$ cat src/rtl/refill_fifo_pkg.sv
// Shared constants and entry types for the cache-refill read-beat FIFO.
package refill_fifo_pkg;

    localparam int REFILL_FIFO_DEPTH = 8;
    localparam int REFILL_DATA_W     = 64;

    // Entry layout {error, last, data} for the 64-bit instance.
    typedef struct packed {
        logic                     error;
        logic                     last;
        logic [REFILL_DATA_W-1:0] data;
    } fifo_entry_t;

endpackage

$ cat src/rtl/refill_fifo_mem.sv
// Entry storage for refill_fifo: one write port, one asynchronous read port, no reset.
module refill_fifo_mem
    import refill_fifo_pkg::*;
#(
    parameter int ENTRY_W = REFILL_DATA_W + 2,
    parameter int DEPTH   = REFILL_FIFO_DEPTH,
    parameter int ADDR_W  = $clog2(DEPTH)
) (
    input  logic               clk,
    input  logic               wr_en,
    input  logic [ADDR_W-1:0]  wr_addr,
    input  logic [ENTRY_W-1:0] wr_entry,
    input  logic [ADDR_W-1:0]  rd_addr,
    output logic [ENTRY_W-1:0] rd_entry
);

    logic [ENTRY_W-1:0] mem [DEPTH];

    always_ff @(posedge clk) begin
        if (wr_en) begin
            mem[wr_addr] <= wr_entry;
        end
    end

    assign rd_entry = mem[rd_addr];

endmodule

$ cat src/rtl/refill_fifo.sv
// First-word fall-through FIFO for refill read beats {error, last, data}.
// Define REFILL_FIFO_BURST_CNT_EN to count complete bursts held in burst_cnt.
module refill_fifo
    import refill_fifo_pkg::*;
#(
    parameter int DATA_W = REFILL_DATA_W,
    parameter int DEPTH  = REFILL_FIFO_DEPTH
) (
    input  logic                       clk,
    input  logic                       reset,
    input  logic                       flush,
    input  logic                       wr_valid,
    output logic                       wr_ready,
    input  logic [DATA_W-1:0]          wr_data,
    input  logic                       wr_last,
    input  logic                       wr_error,
    output logic                       rd_valid,
    input  logic                       rd_ready,
    output logic [DATA_W-1:0]          rd_data,
    output logic                       rd_last,
    output logic                       rd_error,
    output logic [$clog2(DEPTH+1)-1:0] count,
    output logic                       err_seen,
    output logic [$clog2(DEPTH+1)-1:0] burst_cnt
);

    localparam int AW = $clog2(DEPTH);
    localparam int PW = AW + 1;
    localparam int CW = $clog2(DEPTH + 1);
    localparam int EW = DATA_W + 2;

    logic [PW-1:0] wr_ptr;
    logic [PW-1:0] rd_ptr;
    logic          empty;
    logic          full;
    logic          push;
    logic          pop;
    logic [EW-1:0] wr_entry;
    logic [EW-1:0] rd_entry;

    // Pointer MSB is the wrap bit; DEPTH is a power of two so +1 wraps naturally.
    assign empty = (wr_ptr == rd_ptr);
    assign full  = (wr_ptr[AW-1:0] == rd_ptr[AW-1:0]) && (wr_ptr[AW] != rd_ptr[AW]);

    assign wr_ready = !full;
    assign rd_valid = !empty;
    assign push     = wr_valid && wr_ready && !flush;
    assign pop      = rd_valid && rd_ready && !flush;

    assign wr_entry                     = {wr_error, wr_last, wr_data};
    assign {rd_error, rd_last, rd_data} = rd_entry;

    refill_fifo_mem #(
        .ENTRY_W (EW),
        .DEPTH   (DEPTH),
        .ADDR_W  (AW)
    ) u_mem (
        .clk      (clk),
        .wr_en    (push),
        .wr_addr  (wr_ptr[AW-1:0]),
        .wr_entry (wr_entry),
        .rd_addr  (rd_ptr[AW-1:0]),
        .rd_entry (rd_entry)
    );

    always_ff @(posedge clk) begin
        if (reset || flush) begin
            wr_ptr   <= '0;
            rd_ptr   <= '0;
            count    <= '0;
            err_seen <= 1'b0;
        end else begin
            if (push) begin
                wr_ptr <= wr_ptr + PW'(1);
            end
            if (pop) begin
                rd_ptr <= rd_ptr + PW'(1);
            end
            case ({push, pop})
                2'b10:   count <= count + CW'(1);
                2'b01:   count <= count - CW'(1);
                default: count <= count;
            endcase
            if (push && wr_error) begin
                err_seen <= 1'b1;
            end
        end
    end

`ifdef REFILL_FIFO_BURST_CNT_EN
    logic burst_in;
    logic burst_out;

    assign burst_in  = push && wr_last;
    assign burst_out = pop && rd_last;

    always_ff @(posedge clk) begin
        if (reset || flush) begin
            burst_cnt <= '0;
        end else begin
            case ({burst_in, burst_out})
                2'b10:   burst_cnt <= burst_cnt + CW'(1);
                2'b01:   burst_cnt <= burst_cnt - CW'(1);
                default: burst_cnt <= burst_cnt;
            endcase
        end
    end
`else
    assign burst_cnt = '0;
`endif

endmodule

$ cat config.mk
export PLATFORM = sky130hd
export DESIGN_NAME = refill_fifo
export DESIGN_NICKNAME = d
export VERILOG_FILES = /design/src/rtl/refill_fifo_pkg.sv /design/src/rtl/refill_fifo_mem.sv /design/src/rtl/refill_fifo.sv
export SDC_FILE = /design/constraint.sdc
export NUM_CORES = 1
export LEC_CHECK = 0
export CORE_ASPECT_RATIO = 0.7
export CORE_UTILIZATION = 60
export CTS_CLUSTER_DIAMETER = 60
export CTS_CLUSTER_SIZE = 40
export DETAILED_ROUTE_END_ITERATION = 10
export GPL_TIMING_DRIVEN = 0
export PLACE_DENSITY = 0.81
export RECOVER_POWER = 100
export SYNTH_ARGS = -nofsm -noshare
export SYNTH_HDL_FRONTEND = slang
export SYNTH_SLANG_ARGS = --single-unit
$ cat constraint.sdc
create_clock -name clk -period 20.3 [get_ports clk]
set_input_delay 6.09 -clock clk [delete_from_list [all_inputs] [get_ports clk]]
set_output_delay 6.09 -clock clk [all_outputs]
set_load 0.02 [all_outputs]
==> results, run 1 <==
- The run finished, with violations left.
- The checks that failed: capacitance limit, slew limit.
- The cell count after synthesis is 876.
- The number of global-route vias before repair was 9663.
- The part of the power in the clock network is 0.331.
- Counting flops and latches in the post-synthesis netlist gives 544.
- Setup violations remaining at the end of the flow were counted as 0.
- During I/O placement, the number of pins put on the boundary was 148.
- The global placement routability congestion is 0.7773.
- The post-synthesis async set-or-reset flop share is 0.
- The path class of the tightest hold or removal check is register to register.
- The average footprint of a synthesized cell is 23.65 sq um.
- The number of input and output port buffers inserted is 143.
- The worst vdd rail ir drop is 0.00007467 V.
- In this run the most critical hold path is launched from count[3].
- In this run the critical register-to-register path is launched from wr_ptr[0].
- After global routing the overflow that remains totals 0.
- CTS built an H-tree with a depth of 1.
- The number of buffers on the longest clock path is 3.
- After the first detailed-routing iteration, the DRC count stood at 1015.
- The number of pins exceeding their max-slew limit in the final report was 281.
- The critical path required time is 20.50 ns.
- The critical path launch point type is an input port.
- Summing every instance area after synthesis gives 20720 sq um.
- Cell internal power was estimated by the tool at 1.531 mW.
- Clock skew on the completed layout was measured at 0.03464 ns.
- After clock tree synthesis, the repair step resized 0 gates.
- Relative to the synthesized area, the layout overhead comes to 15.07%.
- The leakage component of the power is 7.267 nW.
- The top flip-flop cell by instance count after synthesis is edfxtp_1.
- In the layout the commonest cells are edfxtp_1 (528), dlygate4sd3_1 (133), mux4_2 (132).
- The post-route DRC violation count is 0.
- The area inside the core boundary is 33770 sq um.
- The hold violation total from the final report is 0.
- The reg-to-reg setup timing slack is 13.97 ns.
- The worst-path maximum fanout is 22.
- The sequential group share of total power is 0.630.
- The overall die area is 35290 sq um.
- Yosys printed 0 warnings.
- Of the available clock period, the critical path in the final layout requires 0.5743.
- The category of the most critical setup path is input port to register.
- Yosys mapped the design onto 37 distinct sky130hd cell types.
- The proportion of synthesized chip area in sequential cells is 0.7807.
- The final route contains 9495 vias.
- The startpoint of the worst setup timing path is flush.
- The share of post-route cells with drive strength above 1 is 0.2407.
- The x dimension of the die is 224.1 microns.
- Adding up every negative setup slack in the final design gives 0 ns.
- The number of nets in the final layout is 1155.
- The clock buffer count from CTS is 24.
- The fraction of synthesized cell area taken by the top area cell type is 0.7652.
- The die outline height is 157.5 microns.
- The detailed-routing iteration count for the pre-antenna-repair pass is 5.
- Setup repair after global routing left no endpoint under its margin.
- Derived from the worst setup path, the maximum achievable clock frequency is 85.78 MHz.
- The fraction of power spent switching nets is 0.2227.
- The number of cells on the worst reg-to-reg path is 9.
- Dividing the detail-routed via count by the number of cells gives 6.055.
- The worst pin sits at a relative slew slack of -0.6782.
- The worst setup path is captured at a register.
- The layout has 2022 filler cells.
- TritonCTS built the clock tree.
- In this run the core area contains 56 standard-cell rows.
- The net switching power is 0.4384 mW.
- The portion of total power attributed to combinational logic is 0.040.
- The average wire per cell in the routed design is 25.35 microns.
- Post-CTS timing repair inserted 0 buffers for setup.
- The slowest stage of the critical path is the clkbuf_1 cell.
- The total clock sinks is 544.
- The largest incremental delay on the critical path is 1.22 ns.
- The hold path endpoint is count[3].
- Wires add up to 39750 microns.
- The largest total area in the synthesized netlist belongs to edfxtp_1.
- Ranked by total cell area, the synthesized netlist is headed by edfxtp_1 (77%), mux4_2 (14%), mux2_2 (3.6%).
- In the global route stage, overall resource usage came out at 0.2326.
- Entering global routing, the biggest net connects 42 pins.
- The number of enable-type register cells in the synthesized netlist is 528.
- The signal on the critical path passes through dlygate4sd3_1 > nor2b_1 > o41a_1 > clkbuf_1 > nand2_1 > nor2_1 > clkbuf_1 > clkbuf_1 > clkbuf_1.
- Counting instances, the worst hold path has a depth of 2.
- The slew at the pin closest to its max-slew limit is 2.508 ns.
- Data on the critical path arrives at its endpoint at 11.86 ns.
- The most common cell after layout, fill and taps aside is edfxtp_1.
- The master cell of the clock root buffer is clkbuf_16.
- Max-cap violations in this run came to 12.
- The initial antenna violation count is 8.
- The later pin in the worst-skew pair is clocked with a latency of 0.60 ns.
- The first global-routing pass estimated 59610 microns of wire.
- The capture instance of the worst register-to-register path is u_mem.mem[3][18].
- The count of nets left with antenna violations once routing finished came out at 0.
- The post-route worst hold slack is 0.4782 ns.
- The flip-flop and latch area is 16180 sq um.
- The area of the multi-input gates is 4264 sq um.
- The cell type with the highest occurrence count on the critical path is clkbuf_1.
- The number of hold buffers added after CTS was 0.
- The initial utilization of the core area, before any placement, comes to 0.6135.
- The estimated wirelength of the detail-placed design is 25010 microns.
- The cell area power density is 82.59 nW/um^2.
- Clock-pin slew was measured on the worst setup and hold paths at 0.11 ns.
- The minimum clock period is 11.66 ns.
power by group through the flow:
stage	clock [mW]	sequential (mW)	combinational, mW
6_report	0.651	1.24	0.0778
2_1_floorplan	0	1.27	0.0357
3_3_place_gp	0	1.27	0.0799
3_5_place_dp	0	1.27	0.0856
4_1_cts	0.661	1.24	0.0862
5_1_grt	0.695	1.24	0.0834
metrics by stage:
stage | instance area, sq um | setup slack [ns] | utilization | power (mW) | cells
6_report | 23840 | 8.642 | 0.7060 | 1.969 | 1568
5_1_grt | 23830 | 8.116 | 0.7057 | 2.020 | 1564
4_1_cts | 24320 | 10.64 | 0.7201 | 1.988 | 1561
3_5_place_dp | 23350 | 11.32 | 0.6913 | 1.351 | 1517
3_3_place_gp | 22740 | 3.592 | 0.6734 | 1.347 | 1486
2_1_floorplan | 20730 | 8.588 | - | 1.302 | 879
critical path, delay by kind of cell:
family          cells  cell delay, ns
buf+inv             5            4.22
simple gates        3            1.36
compound gates      1            0.17
per-layer routing:
layer / vias up / routed length (microns) / global-route usage
li1: 4082 / - / -
met1: 5038 / 17350 / 0.3458
met2: 332 / 19340 / 0.3764
met3: 39 / 2372 / 0.03733
met4: 4 / 654 / 0.04110
met5: - / 27 / 0
cell type report:
type / count / area share
inverter: 3 / 0.0004723
tap: 464 / 0.02435
multi-input combinational: 286 / 0.1789
buffer: 46 / 0.01134
timing repair buffer: 174 / 0.06492
clock inverter: 18 / 0.01538
clock buffer: 26 / 0.02551
sequential: 544 / 0.6785
antenna: 7 / 0.0007347
synth_stat cells, types with 3 or more instances:
cell	number
edfxtp_1	528
buf_4	6
nor2b_1	4
inv_1	3
ha_1	5
buf_2	14
a21oi_1	6
nor2_1	13
mux2_2	66
nand3_1	4
buf_6	9
dfxtp_1	16
clkbuf_1	16
nand2_1	10
xor2_1	8
nor3_1	3
o21ai_0	6
nand4_1	3
mux4_2	132
or3_1	3
registers in the layout, summed over array words and instances, names as in the netlist, named ones only:
signal / count
u_mem.mem: 528
count: 4
rd_ptr: 4
wr_ptr: 4
err_seen: 1
cell families after synthesis:
family / after synthesis / share of synthesized area
DFF: 544 / 0.7807
and+or+nand+nor: 48 / 0.01159
buffers and inverters: 49 / 0.01407
adders and majority gates: 5 / 0.003019
other: 1 / 0.0001810
muxes: 199 / 0.1798
xor gates and xnor gates: 10 / 0.004227
AOI/OAI and AO/OA: 20 / 0.006402
how the worst max path moves through the flow:
stage,cells after the start,endpoint,slack (ns)
CTS,6,rd_data[63],10.64
global placement,6,u_mem.mem[4][24],3.59
global route,9,u_mem.mem[3][17],8.12
finish,9,u_mem.mem[3][18],8.64
floorplan,5,u_mem.mem[0][0],8.59
detailed placement,6,rd_data[19],11.32
Note: power is estimated with default switching activity, not from simulation.
==> inputs of run 2 (changes only) <==
--- a/config.mk
+++ b/config.mk
@@ -6,12 +6,12 @@
 export NUM_CORES = 1
 export LEC_CHECK = 0
 export CORE_ASPECT_RATIO = 0.7
-export CORE_UTILIZATION = 60
+export CORE_UTILIZATION = 58
 export CTS_CLUSTER_DIAMETER = 60
 export CTS_CLUSTER_SIZE = 40
 export DETAILED_ROUTE_END_ITERATION = 10
 export GPL_TIMING_DRIVEN = 0
-export PLACE_DENSITY = 0.81
+export PLACE_DENSITY = 0.79
 export RECOVER_POWER = 100
 export SYNTH_ARGS = -nofsm -noshare
 export SYNTH_HDL_FRONTEND = slang
==> constraint.sdc (replaced) <==
create_clock -name clk -period 11 [get_ports clk]
set_input_delay 3.3 -clock clk [delete_from_list [all_inputs] [get_ports clk]]
set_output_delay 3.3 -clock clk [all_outputs]
set_load 0.02 [all_outputs]
==> run 2 against run 1 <==
The run still ends with capacitance limit, slew limit left. Critical path depth stayed put. Worst setup slack got worse by 5.8 ns. Via count unchanged. Combinational power up 85%. Cell count grew 0.77%. Non-clock buffer count is 2 higher. Hold slack gained 0.026 ns. Register-to-register slack got worse by 8.6 ns. Sequential cell count is the same. Die area rose by 3.4%. Global-route usage fell by 0.61 points. Wire length grew 1.8%. Critical endpoint is now u_mem.mem[3][42]. Largest power group unchanged. Highest routed layer unchanged.
==> results, run 2 (same netlist as run 1, synthesis figures left out) <==
- The leakage component of the power is 7.289 nW.
- The checks that failed: capacitance limit, slew limit.
- The share of total power dissipated in sequential elements is 0.627.
- The initial utilization of the core area, before any placement, comes to 0.5929.
- The slew at the pin closest to its max-slew limit is 2.506 ns.
- The wire length of the first global-routing pass is 61040 microns.
- The number of buffers on the longest clock path is 3.
- Data on the critical path is required at its endpoint by 11.29 ns.
- The first detailed-routing pass took 5 iterations.
- The share of total power dissipated in the clock network is 0.333.
- The worst hold path begins at count[3].
- The hold violation total from the final report was 0.
- Walking the worst path, the cells encountered are dlygate4sd3_1 > nor2b_1 > o41a_1 > clkbuf_1 > nand2_1 > nor2_1 > clkbuf_1 > clkbuf_1 > buf_12.
- For flop-to-flop paths, the worst setup slack is 5.40 ns.
- The overall routed net length is 40460 microns.
- In the final layout, the share of cells above drive strength 1 is 0.2452.
- The overall die area is 36500 sq um.
- The clock buffer count from CTS is 25.
- The part of the cycle the worst path needs is 0.7431.
- The capture instance of the worst register-to-register path is u_mem.mem[3][42].
- The site row count is 57.
- The slowest stage of the critical path belongs to the cell clkbuf_1.
- The area growth from synthesis to layout is 15.24%.
- The number of cells on the worst reg-to-reg path is 9.
- The data arrival time of the critical path is 8.47 ns.
- CTS built an H-tree with a depth of 1.
- The register with the most flip-flops in the layout has 528 of them.
- The most common cell after layout, fill and taps aside is edfxtp_1.
- The average wire per cell in the routed design is 25.61 microns.
- The largest single stage delay on the critical path is 1.20 ns.
- For this design, the CTS-stage hold fixing added 0 buffers.
- The net count of the finished layout is 1158.
- Buffers added to address setup during post-CTS repair amount to 0.
- Clock-pin slew was measured on the worst setup and hold paths at 0.12 ns.
- In this run the worst hold path is classified as register to register.
- The maximum number of pins on one net before global-route repair is 40.
- The number of routed nets with antenna violations is 0.
- The top register by number of flip-flops is u_mem.mem.
- The worst setup path is launched from an input port.
- The number of pins exceeding their max-slew limit in the final report is 220.
- STA classifies the critical path endpoint as a register.
- For this design the total switching power over the nets is 0.7936 mW.
- The worst-path maximum fanout is 20.
- The estimated wirelength of the detail-placed design is 26010 microns.
- The routed layout has 9495 vias.
- Setup violations remaining at the end of the flow were counted as 0.
- In this run the tightest slew margin relative to its limit is -0.6770.
- The area inside the core boundary is 34950 sq um.
- The count of instances resized after the clock tree is built is 0.
- At the end of routability-driven placement, the weighted congestion stood at 0.7596.
- The number of global-route vias before repair came to 9814.
- The global router's overall resource usage is 0.2265.
- In this run the tool buffered the top-level ports with 143 buffer cells.
- Setup repair after global routing left no endpoint under its margin.
- The hold path endpoint is count[3].
- The total clock sinks is 544.
- Across the VDD grid, the largest voltage drop is 0.0001424 V.
- Across the routed clock network, the largest skew measured is 0.02815 ns.
- The placed standard-cell area is 23350 sq um.
- The library cells used most frequently in the layout, excluding fill and tap cells, are edfxtp_1 (528), dlygate4sd3_1 (133), mux4_2 (132).
- The worst path in the final design needs a cycle of 8.174 ns, including I/O delays and setup.
- The sum of buffers and inverters on the critical path is 5.
- The portion of total power attributed to combinational logic is 0.039.
- The category of the most critical setup path is input port to register.
- Across the run, the number of max-cap violations was 10.
- Of the total power, the share spent switching nets is 0.2176.
- For this block, the initial DRC count from the detailed router was 881.
- Global routing finished with a remaining overflow of 0.
- The cell type with the highest occurrence count on the critical path is clkbuf_1.
- For this run, design rule violations remaining after detail routing come to 0.
- TritonCTS built the clock tree.
- Counting instances, the worst hold path has a depth of 2.
- After detailed routing, the number of vias per cell comes to 6.009.
- The finished cells cover 23880 sq um.
- The die outline height is 160.1 microns.
- The cell area power density is 152.8 nW/um^2.
- The master cell of the clock root buffer is clkbuf_16.
- The count of pins on the block boundary is 148.
- The x dimension of the die is 227.9 microns.
- The maximum clock frequency is 122.3 MHz.
- The startpoint identified for the worst register-to-register timing path is wr_ptr[0].
- The run finished, with violations left.
- The design internal power is 2.854 mW.
- The initial antenna violation count is 5.
- In the final timing run, aggregate negative setup slack is 0 ns.
- The kind of cell adding the most delay to the critical path is buffers and inverters.
- At the later pin of the worst-skew pair, clock insertion delay measures 0.59 ns.
-- run 2: layout make-up --
type | count | area, sq um
diodes | 7 | 17.52
clock buffers | 25 | 625.6
fillers | 2187 | 11070
repair buffers | 176 | 1588
inverters | 3 | 11.26
clock inverters | 21 | 335.3
multi-input cells | 286 | 4264
well taps | 472 | 590.6
flip-flops and latches | 544 | 16180
plain buffers | 46 | 270.3
-- run 2: worst max path at each step --
stage,endpoint,cells after the start,startpoint,slack [ns]
after floorplan,u_mem.mem[0][0],5,wr_valid,2.08
after global placement,u_mem.mem[4][37],6,flush,-3.09
after detailed placement,u_mem.mem[0][38],10,flush,4.75
after CTS,rd_data[16],6,register,4.11
after global routing,u_mem.mem[3][58],9,flush,2.46
final,u_mem.mem[3][42],9,flush,2.83
-- run 2: stage by stage --
step | total power [mW] | setup slack (ns) | instances | hold WS, ns | utilization
final | 3.648 | 2.826 | 1580 | 0.5046 | 0.6833
after floorplan | 2.403 | 2.078 | 879 | 0.4927 | -
after CTS | 3.687 | 4.111 | 1573 | 0.5116 | 0.6957
after global routing | 3.751 | 2.458 | 1573 | 0.5224 | 0.6828
after detailed placement | 2.493 | 4.750 | 1527 | 0.4936 | 0.6682
after global placement | 2.487 | -3.093 | 1494 | 0.4538 | 0.6511
-- run 2: power groups by stage --
| stage | Clock, mW | Sequential, mW | Combinational [mW] |
|---|---|---|---|
| 3_5_place_dp | 0 | 2.34 | 0.158 |
| 5_1_grt | 1.31 | 2.29 | 0.154 |
| 2_1_floorplan | 0 | 2.34 | 0.0659 |
| 6_report | 1.22 | 2.29 | 0.144 |
| 3_3_place_gp | 0 | 2.34 | 0.148 |
| 4_1_cts | 1.24 | 2.29 | 0.158 |
-- run 2: worst min-delay path: stages, from the launching register on --
cell and delay (ns):
dfxtp_1 0.35, nand4_1 0.07, nand2_1 0.05
-- run 2: metal layers --
metal  vias to the layer above  track usage  wire (microns)
li1                       4111            -               -
met5                         -            0              26
met3                        41      0.03607            2617
met4                         4      0.03112             416
met1                      5022       0.3412           17650
met2                       317       0.3659           19750
==> inputs of run 3 (changes only) <==
==> constraint.sdc (replaced) <==
create_clock -name clk -period 8.4 [get_ports clk]
set_input_delay 2.52 -clock clk [delete_from_list [all_inputs] [get_ports clk]]
set_output_delay 2.52 -clock clk [all_outputs]
set_load 0.02 [all_outputs]
==> run 3 against run 2 <==
Sequential power grew 31%. Core utilization grew 0.14 points. Register-to-register slack lost 2.2 ns. First-iteration DRC count grew 0.91%. The run still ends with capacitance limit, slew limit left.
==> results, run 3 (same netlist as run 1, synthesis figures left out) <==
- The category of the most critical setup path is input port to register.
- The placed standard-cell area is 23350 sq um.
- The checks that failed: capacitance limit, slew limit.
- The worst setup path is captured at a register.
- In the global route stage, met3 resource usage came out at 0.03607.
- For this design the top-level I/O count stands at 148.
- The number of gates resized after CTS was 0.
- The critical path required time is 8.59 ns.
- The worst-case clock skew is 0.02810 ns.
- The fraction of power spent switching nets is 0.2180.
- The H-tree depth is 1.
- The number of routed nets with antenna violations is 0.
- Row generation in the floorplan step produced 57 rows.
- The hold violation total from the final report is 0.
- The number of pins exceeding their max-slew limit in the final report was 193.
- The capture instance of the worst register-to-register path is u_mem.mem[5][36].
- The analysis attributes to cell leakage a power of 7.310 nW.
- The violation count after the first detailed-routing iteration is 889.
- Across every metal layer, demand over resource in global routing totals 0.2265.
- The final layout contains 1158 nets.
- In this run the register-to-register setup slack is 3.19 ns.
- The met2 track demand over resource is 0.3659.
- The average wire per cell in the routed design is 25.71 microns.
- For this design the ratio of total power to cell area is 199.8 nW/um^2.
- The effective utilization at floorplan is 0.5929.
- The top register by number of flip-flops is u_mem.mem.
- The total number of vias is 9512.
- The critical path launch point type is an input port.
- The overall die area is 36500 sq um.
- The wire length of the first global-routing pass is 61040 microns.
- The beginning of the worst hold path is count[3].
- Setup repair after global routing left no endpoint under its margin.
- Once detailed placement completed, the half-perimeter wirelength came to 26010 microns.
- The clock latency on the worst-skew pair is 0.59 ns.
- The slew at the pin closest to its max-slew limit is 2.639 ns.
- The worst reg2reg path startpoint is wr_ptr[1].
- At the placement stage, the worst setup path has a slack of 2.930 ns.
- The most common cell after layout, fill and taps aside is edfxtp_1.
- The reported max-cap violation count is 9.
- The tightest min-delay check is of the register to register type.
- The hold path endpoint is count[3].
- The die outline height is 160.1 microns.
- The area inside the core boundary is 34950 sq um.
- Clock-pin slew was measured on the worst setup and hold paths at 0.11 ns.
- The clock buffer count from CTS is 25.
- The sum of overflow across all layers after global routing is 0.
- In this run the power spent charging and discharging nets is 1.042 mW.
- The post-route DRC violation count is 0.
- Post-CTS timing repair inserted 0 buffers for setup.
- The total of hold buffers inserted after clock tree synthesis is 0.
- In the final layout, the share of cells above drive strength 1 is 0.2480.
- Once placement completed, the tool counted placed cells totaling 1527.
- Dividing the final minimum period by the clock period gives 0.8343.
- The global placement routability congestion is 0.7596.
- TritonCTS built the clock tree.
- The minimum clock period is 7.008 ns.
- The busiest metal layer after global routing is met2.
- Hold is met by 0.5040 ns.
- Entering global routing, the biggest net connects 40 pins.
- The number of global-route vias before repair is 9814.
- The part of the power in the clock network is 0.334.
- The overall routed net length is 40630 microns.
- The internal power of the cells totals 3.738 mW.
- The number of cells on the worst reg-to-reg path is 8.
- Once routing completed, OpenROAD measured the worst setup slack at 1.392 ns.
- The total clock sinks is 544.
- CTS placed an instance of clkbuf_16 at the clock tree root.
- The number of cells on the worst hold path is 2.
- The portion of total power attributed to combinational logic is 0.039.
- The worst-path maximum fanout is 19.
- The number of buffers on the longest clock path is 3.
- The met1 usage is 0.3412.
- The flow ran to the end, but the final reports show violations.
- The library cells used most frequently in the layout, excluding fill and tap cells, are edfxtp_1 (528), dlygate4sd3_1 (133), mux4_2 (132).
- The detailed-routing iteration count for the pre-antenna-repair pass is 5.
- The post-route non-filler standard cell count is 1580.
- The sequential group share of total power is 0.627.
- The final number of setup-violating endpoints is 0.
- The area growth from synthesis to layout is 15.48%.
- The x dimension of the die is 227.9 microns.
- Timing would allow up to 142.7 MHz.
- The total power of the final layout is 4.779 mW.
- With fillers left out, the area of the finished cells amounts to 23930 sq um.
- Using the TritonRoute via totals, the vias-per-cell ratio works out to 6.020.
- The initial antenna violation count is 5.
- The worst vdd rail ir drop is 0.0001865 V.
- The tightest slew margin relative to the limit is -0.7658.
- Port buffering added 143 buffers.
- The register with the most flip-flops in the layout has 528 of them.
- Data on the critical path arrives at its endpoint at 7.20 ns.
## run 3: cell types whose count changed in the layout (fill, tap and decap cells not counted)
cell / delta
clkbuf_1: -3
buf_12: +3
## run 3: cell type report
class | count | area [sq um]
diodes | 7 | 17.52
plain buffers | 46 | 270.3
clock buffers | 25 | 625.6
clock inverters | 21 | 335.3
fillers | 2182 | 11020
inverters | 3 | 11.26
multi-input cells | 286 | 4264
flip-flops and latches | 544 | 16180
well taps | 472 | 590.6
repair buffers | 176 | 1637
## run 3: per-stage QoR
stage                       util   TNS, ns
after floorplan                -         0
after global placement    0.6511  -1175.21
after detailed placement  0.6682         0
after CTS                 0.6957         0
after global routing      0.6842         0
final                     0.6847         0
## run 3: worst max-delay path, stage by stage
cell and delay [ns]:
dlygate4sd3_1 0.58, nor2b_1 0.19, o41a_1 0.18, clkbuf_1 0.37, nand2_1 0.16, nor2_1 1.00, clkbuf_1 1.06, clkbuf_1 1.11
## run 3: layer usage
metal / share of wire / up-vias
met5: 0.00064 / -
met4: 0.0095 / 4
met3: 0.063 / 39
met2: 0.49 / 320
met1: 0.44 / 5044
li1: - / 4105
## run 3: power by group through the flow
| stage | Sequential (mW) | Combinational [mW] | Clock, mW |
|---|---|---|---|
| floorplan | 3.06 | 0.0863 | 0 |
| global placement | 3.06 | 0.194 | 0 |
| detailed placement | 3.06 | 0.206 | 0 |
| CTS | 3.00 | 0.207 | 1.62 |
| global route | 3.00 | 0.202 | 1.71 |
| finish | 3.00 | 0.188 | 1.59 |
## run 3: worst max path at each step
| stage | start | endpoint | cells past startpoint |
|---|---|---|---|
| after floorplan | wr_valid | u_mem.mem[0][0] | 5 |
| after global placement | flush | u_mem.mem[4][37] | 6 |
| after detailed placement | flush | u_mem.mem[0][38] | 10 |
| after CTS | register | rd_data[16] | 6 |
| after global routing | flush | u_mem.mem[5][31] | 8 |
| final | flush | u_mem.mem[5][36] | 8 |
